### config.mk
export PLATFORM = sky130hd
export DESIGN_NAME = pet_care_scheduler
export DESIGN_NICKNAME = d
export VERILOG_FILES = /design/src/rtl/pet_care_scheduler.sv
export SDC_FILE = /design/constraint.sdc
export NUM_CORES = 1
export LEC_CHECK = 0
export CORE_MARGIN = 2
export CORE_UTILIZATION = 48
export CTS_BUF_LIST = sky130_fd_sc_hd__clkbuf_8
export DETAILED_ROUTE_END_ITERATION = 8
export DONT_BUFFER_PORTS = 1
export GPL_TIMING_DRIVEN = 1
export HOLD_SLACK_MARGIN = 0.02
export PLACE_DENSITY = 0.65
export SYNTH_ARGS = -nofsm -noshare
export SYNTH_HDL_FRONTEND = slang
export SYNTH_SLANG_ARGS = --single-unit
### constraint.sdc
create_clock -name clk -period 4.3 [get_ports clk]
set_input_delay 0.86 -clock clk [delete_from_list [all_inputs] [get_ports clk]]
set_output_delay 0.86 -clock clk [all_outputs]
set_load 0.02 [all_outputs]
### src/rtl/pet_care_scheduler.sv
// Pet stat sequencer: captures care-button rising edges, generates the periodic decay tick,
// and arbitrates decay and actions round-robin through one saturating update path.
module pet_care_scheduler #(
    parameter logic [23:0] TICK_COUNT = 24'd10_000_000,
    parameter logic [7:0]  COOLDOWN   = 8'd4
) (
    input  logic       clk,
    input  logic       reset,
    input  logic [5:0] action_req,
    output logic [5:0] action_ack,
    output logic [3:0] hunger,
    output logic [3:0] happiness,
    output logic [3:0] health,
    output logic [3:0] hygiene,
    output logic [3:0] energy,
    output logic [3:0] social,
    output logic       tick,
    output logic       busy,
    output logic       tick_overrun
);

    localparam int HUN = 0;
    localparam int HAP = 1;
    localparam int HEA = 2;
    localparam int HYG = 3;
    localparam int ENE = 4;
    localparam int SOC = 5;

    typedef enum logic {
        S_IDLE = 1'b0,
        S_COOL = 1'b1
    } state_t;

    state_t      state_q, state_d;
    logic [7:0]  cool_q, cool_d;
    logic [2:0]  rr_q, rr_d;
    logic [5:0]  pending_q, pending_d;
    logic [5:0]  req_q;
    logic [23:0] cnt_q, cnt_d;
    logic        tick_pending_q, tick_pending_d;
    logic        overrun_q, overrun_d;
    logic [5:0]  ack_q, ack_d;
    logic        tick_q, tick_d;
    logic [3:0]  stat_q [6];
    logic [3:0]  stat_d [6];

    logic        grant_vld;
    logic [2:0]  grant_idx;
    logic [3:0]  cand;
    logic [5:0]  grant_clr;
    logic        tick_clr;
    logic        wrap;

    function automatic logic [3:0] sat_add(input logic [3:0] v, input logic [3:0] inc);
        logic [4:0] s;
        s = {1'b0, v} + {1'b0, inc};
        return s[4] ? 4'd15 : s[3:0];
    endfunction

    function automatic logic [3:0] sat_sub(input logic [3:0] v, input logic [3:0] dec);
        return (v < dec) ? 4'd0 : (v - dec);
    endfunction

    // Round-robin search starts just after the last granted index.
    always_comb begin
        grant_vld = 1'b0;
        grant_idx = 3'd0;
        cand      = 4'd0;
        for (int k = 1; k <= 6; k++) begin
            cand = {1'b0, rr_q} + 4'(k);
            if (cand >= 4'd6) begin
                cand = cand - 4'd6;
            end
            if (!grant_vld && pending_q[cand[2:0]]) begin
                grant_vld = 1'b1;
                grant_idx = cand[2:0];
            end
        end
    end

    always_comb begin
        state_d   = state_q;
        cool_d    = cool_q;
        rr_d      = rr_q;
        ack_d     = 6'd0;
        tick_d    = 1'b0;
        grant_clr = 6'd0;
        tick_clr  = 1'b0;
        for (int s = 0; s < 6; s++) begin
            stat_d[s] = stat_q[s];
        end

        case (state_q)
            S_IDLE: begin
                if (tick_pending_q) begin
                    stat_d[HUN] = sat_add(stat_q[HUN], 4'd1);
                    stat_d[HAP] = sat_sub(stat_q[HAP], 4'd1);
                    stat_d[HYG] = sat_sub(stat_q[HYG], 4'd1);
                    stat_d[ENE] = sat_sub(stat_q[ENE], 4'd1);
                    stat_d[SOC] = sat_sub(stat_q[SOC], 4'd1);
                    if (stat_q[HUN] == 4'd15 || stat_q[HYG] == 4'd0) begin
                        stat_d[HEA] = sat_sub(stat_q[HEA], 4'd1);
                    end
                    tick_d   = 1'b1;
                    tick_clr = 1'b1;
                end else if (grant_vld) begin
                    ack_d     = 6'd1 << grant_idx;
                    grant_clr = 6'd1 << grant_idx;
                    rr_d      = grant_idx;
                    case (grant_idx)
                        3'd0: begin
                            stat_d[HUN] = sat_sub(stat_q[HUN], 4'd4);
                            stat_d[HEA] = sat_add(stat_q[HEA], 4'd1);
                        end
                        3'd1: begin
                            stat_d[HAP] = sat_add(stat_q[HAP], 4'd3);
                            stat_d[ENE] = sat_sub(stat_q[ENE], 4'd2);
                            stat_d[HYG] = sat_sub(stat_q[HYG], 4'd1);
                        end
                        3'd2: stat_d[HYG] = 4'd15;
                        3'd3: stat_d[ENE] = sat_add(stat_q[ENE], 4'd5);
                        3'd4: begin
                            stat_d[SOC] = sat_add(stat_q[SOC], 4'd3);
                            stat_d[HAP] = sat_add(stat_q[HAP], 4'd1);
                        end
                        3'd5: stat_d[HEA] = sat_add(stat_q[HEA], 4'd4);
                        default: ;
                    endcase
                    if (COOLDOWN != 8'd0) begin
                        state_d = S_COOL;
                        cool_d  = COOLDOWN;
                    end
                end
            end
            S_COOL: begin
                cool_d = cool_q - 8'd1;
                if (cool_q <= 8'd1) begin
                    state_d = S_IDLE;
                end
            end
            default: state_d = S_IDLE;
        endcase
    end

    // A wrap while a tick is still waiting keeps it pending and flags the loss.
    always_comb begin
        wrap           = (cnt_q == TICK_COUNT - 24'd1);
        cnt_d          = wrap ? 24'd0 : cnt_q + 24'd1;
        tick_pending_d = wrap | (tick_pending_q & ~tick_clr);
        overrun_d      = overrun_q | (wrap & tick_pending_q);
    end

    generate
        for (genvar gi = 0; gi < 6; gi++) begin : g_pending
            assign pending_d[gi] = (pending_q[gi] & ~grant_clr[gi]) | (action_req[gi] & ~req_q[gi]);
        end
    endgenerate

    always_ff @(posedge clk) begin
        if (reset) begin
            state_q        <= S_IDLE;
            cool_q         <= 8'd0;
            rr_q           <= 3'd5;
            pending_q      <= 6'd0;
            req_q          <= 6'd0;
            cnt_q          <= 24'd0;
            tick_pending_q <= 1'b0;
            overrun_q      <= 1'b0;
            ack_q          <= 6'd0;
            tick_q         <= 1'b0;
            for (int s = 0; s < 6; s++) begin
                stat_q[s] <= (s == HUN) ? 4'd0 : 4'd15;
            end
        end else begin
            state_q        <= state_d;
            cool_q         <= cool_d;
            rr_q           <= rr_d;
            pending_q      <= pending_d;
            req_q          <= action_req;
            cnt_q          <= cnt_d;
            tick_pending_q <= tick_pending_d;
            overrun_q      <= overrun_d;
            ack_q          <= ack_d;
            tick_q         <= tick_d;
            for (int s = 0; s < 6; s++) begin
                stat_q[s] <= stat_d[s];
            end
        end
    end

    assign action_ack   = ack_q;
    assign tick         = tick_q;
    assign busy         = (state_q == S_COOL);
    assign tick_overrun = overrun_q;
    assign hunger       = stat_q[HUN];
    assign happiness    = stat_q[HAP];
    assign health       = stat_q[HEA];
    assign hygiene      = stat_q[HYG];
    assign energy       = stat_q[ENE];
    assign social       = stat_q[SOC];

endmodule

==> out/summary.md, run 1 <==
- **clock share of power** 0.123
- **Reg area** 0.00162 mm^2
- **worst slack, placed** 535 ps
- **post-layout instance area** 0.00565 mm^2
- **ANT nets after route** 0
- **number of clock buffers inserted by TritonCTS** 9
- **source of the critical timing path** rr_q[1]$_SDFFE_PP0P_
- **area of the core** 0.0108 mm^2
- **Worst setup EP type** flip-flop
- **final weighted congestion of routability-driven global placement** 0.947
- **worst relative slew slack** 0.219
- **wire length of the first global-routing pass** 21200 um
- **syn nets** 686
- **tightest hold margin** 474 ps
- **post-layout min period** 3830 ps
- **CP max FO** 12
- **TritonCTS clock tree** built
- **Ant. Diodes** 0
- **combinational fraction of design power** 0.663
- **Syn Area/Cell** 8.20 um^2
- **Clock Sinks** 81
- **total number of vias** 4742
- **clock slew at reported path FFs** 90 ps
- **fraction of layout instances using a drive strength above 1** 0.0958
- **all-layer global routing usage** 0.226
- **count of final max-slew check failures** 0
- **max_cap viols** 0
- **startpoint type of the worst setup path** flip-flop
- **Layout area overhead** 5.91%
- **pin count of the biggest net entering global routing** 59
- **leakage power figure** 2.23 nW
- **die width** 109 um
- **Finish-stage setup viols** 0
- **Sw Ratio** 0.508
- **slew at the pin with the worst max-slew slack** 1170 ps
- **post-synthesis sequential element count** 81
- **setup repair after global routing missed its margin** no
- **register-to-register setup slack** 470 ps
- **internal power** 0.00239 W
- **outcome** completed
- **gate count of the mapped netlist** 651
- **IO Count** 41
- **required time of the critical path** 4560 ps
- **iteration count of the initial detailed-routing pass** 5
- **worst min path class** flip-flop to flip-flop
- **effective utilization at floorplan** 0.492
- **average wire length per cell after detail routing** 16.6 um
- **Clock Tree Buf Depth** 2
- **H-tree lvl count** 3
- **Reg-to-Reg Start** rr_q[1]$_SDFFE_PP0P_
- **post-detailed-route DRC marker count** 0
- **number of gates given a new drive strength after cts** 0
- **# nets final** 677
- **clock latency at the later pin of the worst-skew pair** 380 ps
- **number of cell rows** 38
- **HPWL after detailed placement** 9250 um
- **capture point of the critical path** stat_q[1][2]$_SDFFE_PP1P_
- **Ys Warns** 0
- **number of flops mapped to enable cells by yosys** 0
- **detailed router's first-iteration violation count** 350
- **proportion of power drawn by flip-flops and latches** 0.214
- **total of buffers placed on input and output ports** 0
- **CP Data Arrival Time** 4090 ps
- **setup ws final** 466 ps
- **filler cell count in the final layout** 1053
- **number of antenna violations at the first check in global routing** 0
- **clock tree skew after final layout** 17.8 ps
- **Die Area** 0.0120 mm^2
- **number of distinct library cell variants in the gate-level netlist after synthesis** 89
- **total power divided by cell area** 862 mW/mm^2
- **vias in the first global route** 4288
- **final critical-path share of the clock period** 0.892
- **Reg-to-Reg End** stat_q[1][2]$_SDFFE_PP1P_
- **final hold vios** 0
- **combined area of the multi-input logic cells** 0.00347 mm^2
- **sequential-to-total area share from yosys stat** 0.304
- **Max rail drop VDD** 0.531 mV
- **CP Class** flip-flop to flip-flop
- **total power** 0.00487 W
- **clock tree root driver cell** sky130_fd_sc_hd__clkbuf_8
- **net switching power** 0.00248 W
- **via-per-instance ratio** 6.03
- **Hold Buf Count CTS** 0
- **Synth Flop Type** sky130_fd_sc_hd__dfxtp_1
- **GRT Residual Overflow** 0
- **post-synthesis instance area** 0.00534 mm^2
- **max frequency** 261 MHz
- **asr flop ratio synth** 0
- **Die Height** 109 um
- **final wirelength** 13100 um
- **area of placed instances** 0.00544 mm^2
- **r2r worst-path depth** 12
- **Setup TNS** 0 ps
- **post-CTS setup buffer count** 0
## power by group through the flow
| stage | logic [W] | registers [W] | clock network (W) |
|---|---|---|---|
| CTS | 0.00319 | 0.00104 | 0.000618 |
| floorplan | 0.00250 | 0.00101 | 0 |
| global placement | 0.00313 | 0.00106 | 0 |
| finish | 0.00323 | 0.00104 | 0.000598 |
| detailed placement | 0.00317 | 0.00106 | 0 |
| global route | 0.00354 | 0.00106 | 0.000646 |
## cell families after synthesis
family / share of synthesized area
mux: 0.0560
fa+ha+maj: 0.0633
xor+xnor: 0.0541
simple gates: 0.254
flops: 0.304
buf+inv: 0.0452
compound gates: 0.224
## Yosys cell counts, drive strengths merged, types with 6 or more instances
cell / n / area (um^2)
nor2b: 13 / 81.3
ha: 27 / 338
a311oi: 7 / 61.3
o21ai: 30 / 169
inv: 22 / 82.6
nand3: 25 / 143
nor4: 9 / 71.3
and3: 6 / 37.5
nor2: 72 / 278
nand2: 49 / 191
a21oi: 47 / 239
buf: 12 / 83.8
a31oi: 12 / 90.1
nor3: 41 / 216
xnor2: 14 / 123
nand2b: 14 / 87.6
a211oi: 7 / 70.1
nand4: 8 / 50.1
clkbuf: 19 / 71.3
xor2: 19 / 166
o21a: 7 / 52.6
mux2i: 19 / 190
dfxtp: 81 / 1620
or3: 7 / 48.8
mux2: 6 / 82.6
## state kept, by name, summed over array words and instances, names as in the netlist
name / cells
rr_q: 3
cool_q: 8
busy: 1
stat_q: 24
action_ack: 6
tick_pending_q: 1
pending_q: 6
tick_overrun: 1
cnt_q: 24
req_q: 6
tick: 1
## cell usage in the layout (no fill, tap or decap), types with 8 or more instances in the layout
| cell | instances |
|---|---|
| sky130_fd_sc_hd__a21oi_1 | 46 |
| sky130_fd_sc_hd__a31oi_1 | 11 |
| sky130_fd_sc_hd__buf_4 | 11 |
| sky130_fd_sc_hd__clkbuf_8 | 11 |
| sky130_fd_sc_hd__dfxtp_1 | 81 |
| sky130_fd_sc_hd__ha_1 | 27 |
| sky130_fd_sc_hd__inv_1 | 22 |
| sky130_fd_sc_hd__mux2i_1 | 19 |
| sky130_fd_sc_hd__nand2_1 | 48 |
| sky130_fd_sc_hd__nand2b_1 | 14 |
| sky130_fd_sc_hd__nand3_1 | 23 |
| sky130_fd_sc_hd__nand4_1 | 8 |
| sky130_fd_sc_hd__nor2_1 | 71 |
| sky130_fd_sc_hd__nor2b_1 | 13 |
| sky130_fd_sc_hd__nor3_1 | 40 |
| sky130_fd_sc_hd__nor4_1 | 8 |
| sky130_fd_sc_hd__o21ai_0 | 23 |
| sky130_fd_sc_hd__xnor2_1 | 14 |
| sky130_fd_sc_hd__xor2_1 | 19 |
## final cells by class
cell class,count,share of cell area
sequential,81,0.287
clock inverter,5,0.0108
tap,140,0.0310
inverter,23,0.0153
multi-input combinational,516,0.615
clock buffer,11,0.0268
timing repair buffer,11,0.0146
## metal layers
layer  GRT usage  part of all wire
met1       0.304              0.47
met2       0.345              0.45
met3      0.0569             0.060
met4      0.0904             0.023
met5           0                 0
## worst max-delay path, stage by stage (launching register included)
cell and delay, ps:
sky130_fd_sc_hd__dfxtp_1 340, sky130_fd_sc_hd__inv_1 130, sky130_fd_sc_hd__ha_1 560, sky130_fd_sc_hd__nand4_1 180, sky130_fd_sc_hd__a22oi_2 250, sky130_fd_sc_hd__mux2i_1 300
sky130_fd_sc_hd__mux2i_1 180, sky130_fd_sc_hd__a2111oi_2 570, sky130_fd_sc_hd__a211o_1 330, sky130_fd_sc_hd__a211oi_1 80, sky130_fd_sc_hd__a211o_1 310, sky130_fd_sc_hd__o21a_1 170
sky130_fd_sc_hd__o32a_1 320
## worst min-delay path by stage
stage	start	slack, ps	endpoint	cells after the start
after global routing	req_q[3]$_SDFF_PP0_	500	pending_q[3]$_SDFF_PP0_	2
after floorplan	cnt_q[0]$_SDFF_PP0_	430	cnt_q[0]$_SDFF_PP0_	1
after global placement	cnt_q[0]$_SDFF_PP0_	440	cnt_q[0]$_SDFF_PP0_	1
after detailed placement	cnt_q[0]$_SDFF_PP0_	460	cnt_q[0]$_SDFF_PP0_	1
final	cnt_q[0]$_SDFF_PP0_	470	cnt_q[0]$_SDFF_PP0_	1
after CTS	cnt_q[0]$_SDFF_PP0_	480	cnt_q[0]$_SDFF_PP0_	1
## stage by stage
step / utilization / cells
after floorplan: - / 651
after global placement: 0.502 / 771
after detailed placement: 0.502 / 771
after CTS: 0.521 / 787
after global routing: 0.521 / 787
final: 0.521 / 787
No activity file was read; power rests on OpenSTA's default activity.
==> run 2: changes to the inputs <==
--- a/config.mk
+++ b/config.mk
@@ -8,6 +8,7 @@
 export CORE_MARGIN = 2
 export CORE_UTILIZATION = 48
 export CTS_BUF_LIST = sky130_fd_sc_hd__clkbuf_8
+export CTS_CLUSTER_DIAMETER = 30
 export DETAILED_ROUTE_END_ITERATION = 8
 export DONT_BUFFER_PORTS = 1
 export GPL_TIMING_DRIVEN = 1
==> results of run 2 <==
No change in the layout: final DEF, timing and power equal those of run 1.
